## src/rtl/calc_perceptron_div_26s_7s_seq_pkg.sv

```systemverilog
// Shared constants and types for the perceptron's sequential signed divider.
//   DEF_DIVIDEND_WIDTH / DEF_DIVISOR_WIDTH : default operand widths
//   LATENCY                                : enabled edges from start-accept to done
//   QMAX / QMIN                            : saturation limits of the default quotient
//   state_t                                : controller states
package calc_perceptron_div_26s_7s_seq_pkg;

  localparam int unsigned DEF_DIVIDEND_WIDTH = 26;
  localparam int unsigned DEF_DIVISOR_WIDTH  = 7;
  localparam int unsigned LATENCY            = DEF_DIVIDEND_WIDTH + 2;

  localparam logic [DEF_DIVIDEND_WIDTH-1:0] QMAX = {1'b0, {(DEF_DIVIDEND_WIDTH-1){1'b1}}};
  localparam logic [DEF_DIVIDEND_WIDTH-1:0] QMIN = {1'b1, {(DEF_DIVIDEND_WIDTH-1){1'b0}}};

  typedef enum logic [1:0] {
    IDLE = 2'd0,
    CALC = 2'd1,
    FIX  = 2'd2,
    OUT  = 2'd3
  } state_t;

endpackage

```

## src/rtl/calc_perceptron_div_step.sv

```systemverilog
// One radix-2 restoring division iteration on magnitudes (combinational).
//   rem_in  : partial remainder (RW bits, unsigned)
//   q_in    : partial-quotient / dividend shift register (QW bits, unsigned)
//   dmag    : divisor magnitude (DW bits, unsigned)
//   rem_out : updated partial remainder
//   q_out   : shifted quotient register with the new quotient bit in the LSB
module calc_perceptron_div_step #(
  parameter int unsigned QW = 26,
  parameter int unsigned RW = 8,
  parameter int unsigned DW = 7
) (
  input  logic [RW-1:0] rem_in,
  input  logic [QW-1:0] q_in,
  input  logic [DW-1:0] dmag,
  output logic [RW-1:0] rem_out,
  output logic [QW-1:0] q_out
);

  localparam int unsigned SW = RW + 1;

  logic [SW-1:0] shifted;
  logic [SW-1:0] dext;
  logic [SW-1:0] trial;
  logic          fits;

  // Shift {rem, q} left one place, trial-subtract, restore if it went negative.
  always_comb begin
    shifted = {rem_in, q_in[QW-1]};
    dext    = SW'(dmag);
    trial   = shifted - dext;
    fits    = (shifted >= dext);
    rem_out = RW'(fits ? trial : shifted);
    q_out   = {q_in[QW-2:0], fits};
  end

endmodule

```

## src/rtl/calc_perceptron_div_26s_7s_seq.sv

```systemverilog
// Sequential signed divider (26s / 7s), inverse of the perceptron weight multiplier.
// Quotient truncates toward zero, remainder takes the dividend's sign.
//   clk, reset (sync, active-low), ce (stall: holds all state)
//   start, dividend, divisor : request and operands, taken while idle
//   idle                     : ready for a new start
//   done                     : one-enabled-cycle result strobe
//   quotient, remainder      : signed results, held until the next result
//   dbz, ovf                 : divide-by-zero / saturation flags, valid with done
module calc_perceptron_div_26s_7s_seq
  import calc_perceptron_div_26s_7s_seq_pkg::*;
#(
  parameter int unsigned DIVIDEND_WIDTH = DEF_DIVIDEND_WIDTH,
  parameter int unsigned DIVISOR_WIDTH  = DEF_DIVISOR_WIDTH
) (
  input  logic                      clk,
  input  logic                      reset,
  input  logic                      ce,
  input  logic                      start,
  input  logic [DIVIDEND_WIDTH-1:0] dividend,
  input  logic [DIVISOR_WIDTH-1:0]  divisor,
  output logic                      idle,
  output logic                      done,
  output logic [DIVIDEND_WIDTH-1:0] quotient,
  output logic [DIVISOR_WIDTH-1:0]  remainder,
  output logic                      dbz,
  output logic                      ovf
);

  localparam int unsigned RW = DIVISOR_WIDTH + 1;
  localparam int unsigned CW = $clog2(DIVIDEND_WIDTH);
  localparam logic [CW-1:0] LAST_ITER = CW'(DIVIDEND_WIDTH - 1);
  localparam logic [DIVIDEND_WIDTH-1:0] Q_MAX = {1'b0, {(DIVIDEND_WIDTH-1){1'b1}}};
  localparam logic [DIVIDEND_WIDTH-1:0] Q_MIN = {1'b1, {(DIVIDEND_WIDTH-1){1'b0}}};

  state_t                      state, state_n;
  logic [CW-1:0]               cnt, cnt_n;
  // Unsigned magnitude: |-2^(W-1)| = 2^(W-1) still fits in W bits.
  logic [DIVIDEND_WIDTH-1:0]   qr, qr_n;
  logic [RW-1:0]               rr, rr_n;
  logic [DIVISOR_WIDTH-1:0]    dmag, dmag_n;
  logic                        sn, sn_n, sd, sd_n;
  logic                        dbz_p, dbz_p_n, ovf_p, ovf_p_n;
  logic                        idle_n, done_n, dbz_n, ovf_n;
  logic [DIVIDEND_WIDTH-1:0]   quotient_n;
  logic [DIVISOR_WIDTH-1:0]    remainder_n;
  logic [RW-1:0]               step_r;
  logic [DIVIDEND_WIDTH-1:0]   step_q;

  calc_perceptron_div_step #(
    .QW (DIVIDEND_WIDTH),
    .RW (RW),
    .DW (DIVISOR_WIDTH)
  ) u_step (
    .rem_in  (rr),
    .q_in    (qr),
    .dmag    (dmag),
    .rem_out (step_r),
    .q_out   (step_q)
  );

  // State and datapath registers; ce freezes everything, reset overrides ce.
  always_ff @(posedge clk) begin
    if (!reset) begin
      state     <= IDLE;
      cnt       <= '0;
      qr        <= '0;
      rr        <= '0;
      dmag      <= '0;
      sn        <= 1'b0;
      sd        <= 1'b0;
      dbz_p     <= 1'b0;
      ovf_p     <= 1'b0;
      idle      <= 1'b1;
      done      <= 1'b0;
      quotient  <= '0;
      remainder <= '0;
      dbz       <= 1'b0;
      ovf       <= 1'b0;
    end else if (ce) begin
      state     <= state_n;
      cnt       <= cnt_n;
      qr        <= qr_n;
      rr        <= rr_n;
      dmag      <= dmag_n;
      sn        <= sn_n;
      sd        <= sd_n;
      dbz_p     <= dbz_p_n;
      ovf_p     <= ovf_p_n;
      idle      <= idle_n;
      done      <= done_n;
      quotient  <= quotient_n;
      remainder <= remainder_n;
      dbz       <= dbz_n;
      ovf       <= ovf_n;
    end
  end

  // Next-state and datapath update.
  always_comb begin
    state_n     = state;
    cnt_n       = cnt;
    qr_n        = qr;
    rr_n        = rr;
    dmag_n      = dmag;
    sn_n        = sn;
    sd_n        = sd;
    dbz_p_n     = dbz_p;
    ovf_p_n     = ovf_p;
    done_n      = 1'b0;
    quotient_n  = quotient;
    remainder_n = remainder;
    dbz_n       = dbz;
    ovf_n       = ovf;

    unique case (state)
      IDLE: begin
        if (start) begin
          qr_n    = dividend[DIVIDEND_WIDTH-1] ? -dividend : dividend;
          dmag_n  = divisor[DIVISOR_WIDTH-1] ? -divisor : divisor;
          sn_n    = dividend[DIVIDEND_WIDTH-1];
          sd_n    = divisor[DIVISOR_WIDTH-1];
          rr_n    = '0;
          cnt_n   = '0;
          dbz_p_n = (divisor == '0);
          ovf_p_n = 1'b0;
          state_n = (divisor == '0) ? FIX : CALC;
        end
      end
      CALC: begin
        qr_n  = step_q;
        rr_n  = step_r;
        cnt_n = cnt + CW'(1);
        if (cnt == LAST_ITER) state_n = FIX;
      end
      FIX: begin
        if (dbz_p) begin
          qr_n    = sn ? Q_MIN : Q_MAX;
          rr_n    = '0;
          ovf_p_n = 1'b0;
        end else begin
          // A positive quotient with the MSB set is 2^(W-1): only -2^(W-1) / -1.
          if (!(sn ^ sd) && qr[DIVIDEND_WIDTH-1]) begin
            qr_n    = Q_MAX;
            ovf_p_n = 1'b1;
          end else begin
            qr_n    = (sn ^ sd) ? -qr : qr;
            ovf_p_n = 1'b0;
          end
          rr_n = sn ? -rr : rr;
        end
        state_n = OUT;
      end
      OUT: begin
        quotient_n  = qr;
        remainder_n = rr[DIVISOR_WIDTH-1:0];
        dbz_n       = dbz_p;
        ovf_n       = ovf_p;
        done_n      = 1'b1;
        state_n     = IDLE;
      end
      default: state_n = IDLE;
    endcase

    idle_n = (state_n == IDLE);
  end

endmodule

```

## config.mk

```make
export PLATFORM = sky130hd
export DESIGN_NAME = calc_perceptron_div_26s_7s_seq
export DESIGN_NICKNAME = d
export VERILOG_FILES = /design/src/rtl/calc_perceptron_div_26s_7s_seq_pkg.sv /design/src/rtl/calc_perceptron_div_step.sv /design/src/rtl/calc_perceptron_div_26s_7s_seq.sv
export SDC_FILE = /design/constraint.sdc
export NUM_CORES = 1
export LEC_CHECK = 0
export ABC_CLOCK_PERIOD_IN_PS = 3200
export BUFFER_PORTS_ARGS = -buffer_cell sky130_fd_sc_hd__buf_2
export CAP_MARGIN = 20
export CORE_UTILIZATION = 59
export CTS_CLUSTER_DIAMETER = 30
export CTS_CLUSTER_SIZE = 25
export DETAILED_ROUTE_END_ITERATION = 7
export GPL_TIMING_DRIVEN = 0
export PLACE_DENSITY = 0.78
export SYNTH_ARGS = -nofsm -noshare
export SYNTH_HDL_FRONTEND = slang
export SYNTH_SLANG_ARGS = --single-unit
```

## constraint.sdc

```tcl
create_clock -name clk -period 3.2 [get_ports clk]
set_input_delay 0.64 -clock clk [delete_from_list [all_inputs] [get_ports clk]]
set_output_delay 0.64 -clock clk [all_outputs]
set_load 0.01 [all_outputs]
```

**After elaboration in Yosys (flattened, before gate mapping)**

Index checks and enable logic that the tools add are counted.

- Register bits: 89

- Add/sub/neg operators: 6
- Order comparisons: 1
- Equal/unequal tests: 7
- Mux-type cells: 24
- Bitwise logic cells: 1
- Reduce and logical (&&, ||, !) cells: 14

Operators with widths:

| kind | count |
|---|---|
| 2-to-1 mux 26 bit | 6 |
| one-hot mux 26 bit (3 select lines) | 1 |
| negator 26 bit | 2 |
| 2-to-1 mux 8 bit | 4 |
| one-hot mux 8 bit (3 select lines) | 1 |
| one-hot mux 5 bit (2 select lines) | 1 |
| >= comparator 9 x 7 -> 1 bit | 1 |
| AND reduction 3 bit | 3 |
| negator 8 bit | 1 |
| one-hot mux 2 bit (4 select lines) | 1 |
| AND reduction 4 bit | 2 |
| subtractor 8 x 7 -> 8 bit | 1 |
| logical NOT 7 bit | 1 |
| 2-to-1 mux 7 bit | 1 |
| negator 7 bit | 1 |
| 2-to-1 mux 2 bit | 3 |
| adder 5 x 1 -> 5 bit (second input constant) | 1 |
| == test 5 bit (second input constant) | 1 |
| 2-to-1 mux 5 bit | 1 |
| == test 2 bit (second input constant) | 2 |
| logical NOT 2 bit | 2 |
| 2-to-1 mux 1 bit | 4 |
| != test 4 bit (second input constant) | 1 |
| nonzero test 2 bit | 2 |
| 9 further kinds | 9 |

**Logic depth before layout (Yosys ltp)**

- Depth after elaboration: 6
- Depth in mapped cells: 11
- Gate-level depth less buffers: 10

**Cells and area by module**

A second synthesis with hierarchy kept.

- Cell total of the unflattened synthesis: 821
- Area total of the unflattened synthesis: 6,155.9 µm²

Modules (own cells, without submodules):

| module | instances | cells each | area an instance (µm²) | sequential area each (µm²) |
|---|---|---|---|---|
| calc_perceptron_div_26s_7s_seq | 1 | 724 | 5,449.0 | 1,781.7 |
| calc_perceptron_div_step | 1 | 97 | 706.9 | 0.0 |

**Worst setup path after synthesis**

No wires, ideal clock.

- Path kind: in2reg
- Start point: input dividend[11]
- End point: register qr[19]
- Data arrival time: 2.480 ns
- Path slack: 0.603 ns
- Cell stages on the path: 7
- Path through: or4_4 > or4_4 > buf_6 > nor2_1 > o31ai_1 > a31o_1 > a32o_1

- Cells in the longest elaborated chain, start to end: 4

Ends and longest elaborated chain:

| element | line | RTL |
|---|---|---|
| start: declaration | calc_perceptron_div_26s_7s_seq.sv:19 | `input logic [DIVIDEND_WIDTH-1:0] dividend,` |
| negator 26 bit | calc_perceptron_div_26s_7s_seq.sv:118 | `qr_n = dividend[DIVIDEND_WIDTH-1] ? -dividend : dividend;` |
| 2-to-1 mux 26 bit | calc_perceptron_div_26s_7s_seq.sv:118 |  |
| 2-to-1 mux 26 bit | calc_perceptron_div_26s_7s_seq.sv:117 | `if (start) begin` |
| one-hot mux 26 bit (3 select lines) | calc_perceptron_div_26s_7s_seq.sv:115 | `unique case (state)` |
| end signal: assignment | calc_perceptron_div_26s_7s_seq.sv:82 | `qr <= qr_n;` |
| end: declaration | calc_perceptron_div_26s_7s_seq.sv:38 | `logic [DIVIDEND_WIDTH-1:0] qr, qr_n;` |

Every way passes these cells. The select of a mux whose other input is x is not followed.
A chain may end at the register's enable or synchronous reset.

**Worst setup path after layout**

- Start point: register sn
- End point: register qr[21]

- Cells in the longest elaborated chain, start to end: 6

Ends and longest elaborated chain:

| element | line | RTL |
|---|---|---|
| start: declaration | calc_perceptron_div_26s_7s_seq.sv:41 | `logic sn, sn_n, sd, sd_n;` |
| start signal: assignment | calc_perceptron_div_26s_7s_seq.sv:85 | `sn <= sn_n;` |
| XOR 1 bit | calc_perceptron_div_26s_7s_seq.sv:142, calc_perceptron_div_26s_7s_seq.sv:146 |  |
| logical NOT 1 bit | calc_perceptron_div_26s_7s_seq.sv:142 | `if (!(sn ^ sd) && qr[DIVIDEND_WIDTH-1]) begin` |
| logical AND 1 bit | calc_perceptron_div_26s_7s_seq.sv:142 |  |
| 2-to-1 mux 26 bit | calc_perceptron_div_26s_7s_seq.sv:142 |  |
| 2-to-1 mux 26 bit | calc_perceptron_div_26s_7s_seq.sv:136 | `if (dbz_p) begin` |
| one-hot mux 26 bit (3 select lines) | calc_perceptron_div_26s_7s_seq.sv:115 |  |

Parallel ways exist; a longest one is shown, timed or not.

==> results.json <==
{
  "status": "finished clean",
  "dp_worst_setup_slack_ns": 0.236,
  "synth_edf_count": 0,
  "p_sw_mw": 1.02,
  "worst_slack_ns": 0.281,
  "synth_cell_types": 70,
  "power_frac_clock": 0.263,
  "grt.total_usage": 0.352,
  "worst_pin_slew_ns": 0.730,
  "hpwl_um": 13200,
  "fin_crit_ns": 2.92,
  "hold_viol_final": 0,
  "grt_first_pass_wirelength_um": 27900,
  "cpMaxStageDelayCell": "a21oi_1",
  "critPathMaxFanout": 8,
  "synthTopCellsByArea": "dfxtp_1, nand2_1, a21oi_1",
  "synth_top_area_share": 0.310,
  "slew_headroom": 0.513,
  "hp-class": "flop to flop",
  "finClkSkew_ns": 0.0148,
  "end_kind": "flop",
  "core_area_um2": 9330,
  "path_cells": "clkbuf_1, xnor2_1, a21oi_1, o21ai_0, or2_2, clkbuf_1, a221oi_1, a211oi_1",
  "n_antenna_cell": 0,
  "synth_cells": 776,
  "ant_nets": 0,
  "io_pins": 74,
  "die_h_um": 101,
  "max_stage_delay_ns": 0.54,
  "rsz0062_at_grt": "false",
  "finalSetupViolCount": 0,
  "drt_iter0_markers": 667,
  "drive_gt1_frac": 0.131,
  "path_class": "flop to flop",
  "period_share": 0.912,
  "critPathRequiredTime_ns": 3.45,
  "wire_per_inst_um": 17.4,
  "rows": 35,
  "final_common_cell": "nand2_1",
  "clk_pin_slew_ns": 0.10,
  "n_fill_cell": 831,
  "syn_area_um2": 5750,
  "leakagePower_nw": 2.39,
  "vdd_ir_drop_max_mv": 0.295,
  "synth_nets": 831,
  "cpLargestDelayFamily": "compound AO/OA/AOI/OAI gates",
  "nets": 914,
  "vias": 6170,
  "grt_max_degree": 17,
  "drc": 0,
  "clock-sinks": 89,
  "synth_top_flop_cell": "dfxtp_1",
  "ys_seq_area_frac": 0.310,
  "ys_warn_count": 0,
  "yosysTopAreaCell": "dfxtp_1",
  "syn_area_per_cell_um2": 7.41,
  "grt_pass1_vias": 5484,
  "power.internal_mw": 1.74,
  "place_congestion": 0.976,
  "grt_antenna_before_repair": 0,
  "viasPerCell": 6.21,
  "arrival_ns": 3.17,
  "power_density_nw_per_um2": 428,
  "max_freq_mhz": 343,
  "post_cts_buffers": 0,
  "cts-root-buf": "clkbuf_8",
  "p_sw_frac": 0.370,
  "regArea_um2": 1780,
  "path_buf_inv": 2,
  "firstDrtPassIters": 6,
  "worst_skew_pair.late_latency_ns": 0.37,
  "multi_input_area_um2": 3640,
  "start_util": 0.617,
  "port_buffers": 72,
  "area_growth_pct": 12.2,
  "crit_path_start_kind": "flop",
  "r2r_setup_slack_ns": 0.28,
  "tns_ns": 0,
  "die_w_um": 101,
  "cts-buffers-inserted": 9,
  "async_reset_ff_frac": 0,
  "power_frac_seq": 0.438,
  "clk_path_buf_depth": 2,
  "dieArea_um2": 10100,
  "grt-ovfl-total": 0,
  "maxCapViolCount": 0,
  "ys_seq_elements": 89,
  "timing.final.max_slew_violations": 0,
  "totalWireLength_um": 17200,
  "cpMostUsedCell": "clkbuf_1",
  "p_comb_frac": 0.299,
  "cts_tree": "done",
  "cts-htree-levels": 3,
  "final_cell_mix": "nand2_1, dfxtp_1, a21oi_1, buf_2, nor2_1",
  "total_power_mw": 2.76
}
[area by class of cell]
cell class	count	area share
multi-input cells	601	0.564
plain buffers	58	0.0355
well taps	129	0.0250
flip-flops and latches	89	0.276
inverters	28	0.0163
clock buffers	9	0.0192
clock inverters	7	0.00833
repair buffers	72	0.0558
[flip-flops by register name, summed over array words and instances, names as in the netlist]
register	count
sd	1
dbz	1
sn	1
quotient	26
state	2
done	1
dmag	7
ovf_p	1
dbz_p	1
remainder	7
idle	1
rr	8
ovf	1
qr	26
cnt	5
[routing by layer]
| layer | track usage | share of wire |
|---|---|---|
| met1 | 0.506 | 0.45 |
| met2 | 0.538 | 0.42 |
| met3 | 0.0610 | 0.11 |
| met4 | 0.107 | 0.017 |
| met5 | 0 | 0 |
[stage by stage]
stage          hold slack [ns]   util  cells  instance area (um2)
6_report                 0.456  0.692    993                 6460
5_1_grt                  0.476  0.692    993                 6460
4_1_cts                  0.457  0.692    993                 6450
3_5_place_dp             0.445  0.673    977                 6270
3_3_place_gp             0.440  0.673    977                 6270
2_1_floorplan            0.432      -    776                 5750
[logic make-up after synthesis]
| kind of cell | synth area share |
|---|---|
| flip-flops | 0.310 |
| buffers and inverters | 0.0581 |
| AO/OA/AOI/OAI | 0.271 |
| adder cells (fa/ha/maj) | 0.0405 |
| multiplexers | 0.0126 |
| XOR/XNOR | 0.0639 |
| AND/OR/NAND/NOR | 0.244 |
[what timing repair did]
item | 4_1_cts | 5_1_grt
endpoints found under the hold margin | 0 | 0
hold buffers | 0 | 0
gates resized for setup | 0 | 1
endpoints found under the setup margin | 0 | 5
[path summary, 6_finish.rpt]
check                   start          end  cells past startpoint
setup / recovery           sn       qr[21]                      8
hold / removal    quotient[9]  quotient[9]                      2
setup reg to reg           sn       qr[21]                      8
hold reg to reg   quotient[9]  quotient[9]                      2
[cell usage after synthesis (8+ instances only)]
| cell | instances |
|---|---|
| a211oi_1 | 12 |
| dfxtp_1 | 89 |
| o31ai_1 | 10 |
| o21ai_0 | 42 |
| nor4_1 | 8 |
| nor3_1 | 14 |
| nand2_1 | 133 |
| a31oi_1 | 10 |
| inv_1 | 28 |
| xor2_1 | 17 |
| a21oi_1 | 76 |
| or3_1 | 10 |
| nor2_1 | 52 |
| nand2b_1 | 9 |
| nand4_1 | 9 |
| nand3_1 | 20 |
| clkbuf_1 | 50 |
| xnor2_1 | 25 |
| o211ai_1 | 15 |
| ha_1 | 17 |
[tightest hold or removal path: cells and delay by family, from the launching register on]
kind               cells  cell delay [ns]
AOI/OAI and AO/OA      1             0.05
DFF                    1             0.31
and+or+nand+nor        1             0.05
[power by group through the flow]
stage / Combinational (mW) / Clock [mW] / Sequential, mW
2_1_floorplan: 0.579 / 0 / 1.21
3_3_place_gp: 0.778 / 0 / 1.23
3_5_place_dp: 0.793 / 0 / 1.23
4_1_cts: 0.798 / 0.728 / 1.21
5_1_grt: 0.900 / 0.779 / 1.22
6_report: 0.826 / 0.726 / 1.21
(Power assumes the default switching activity.)
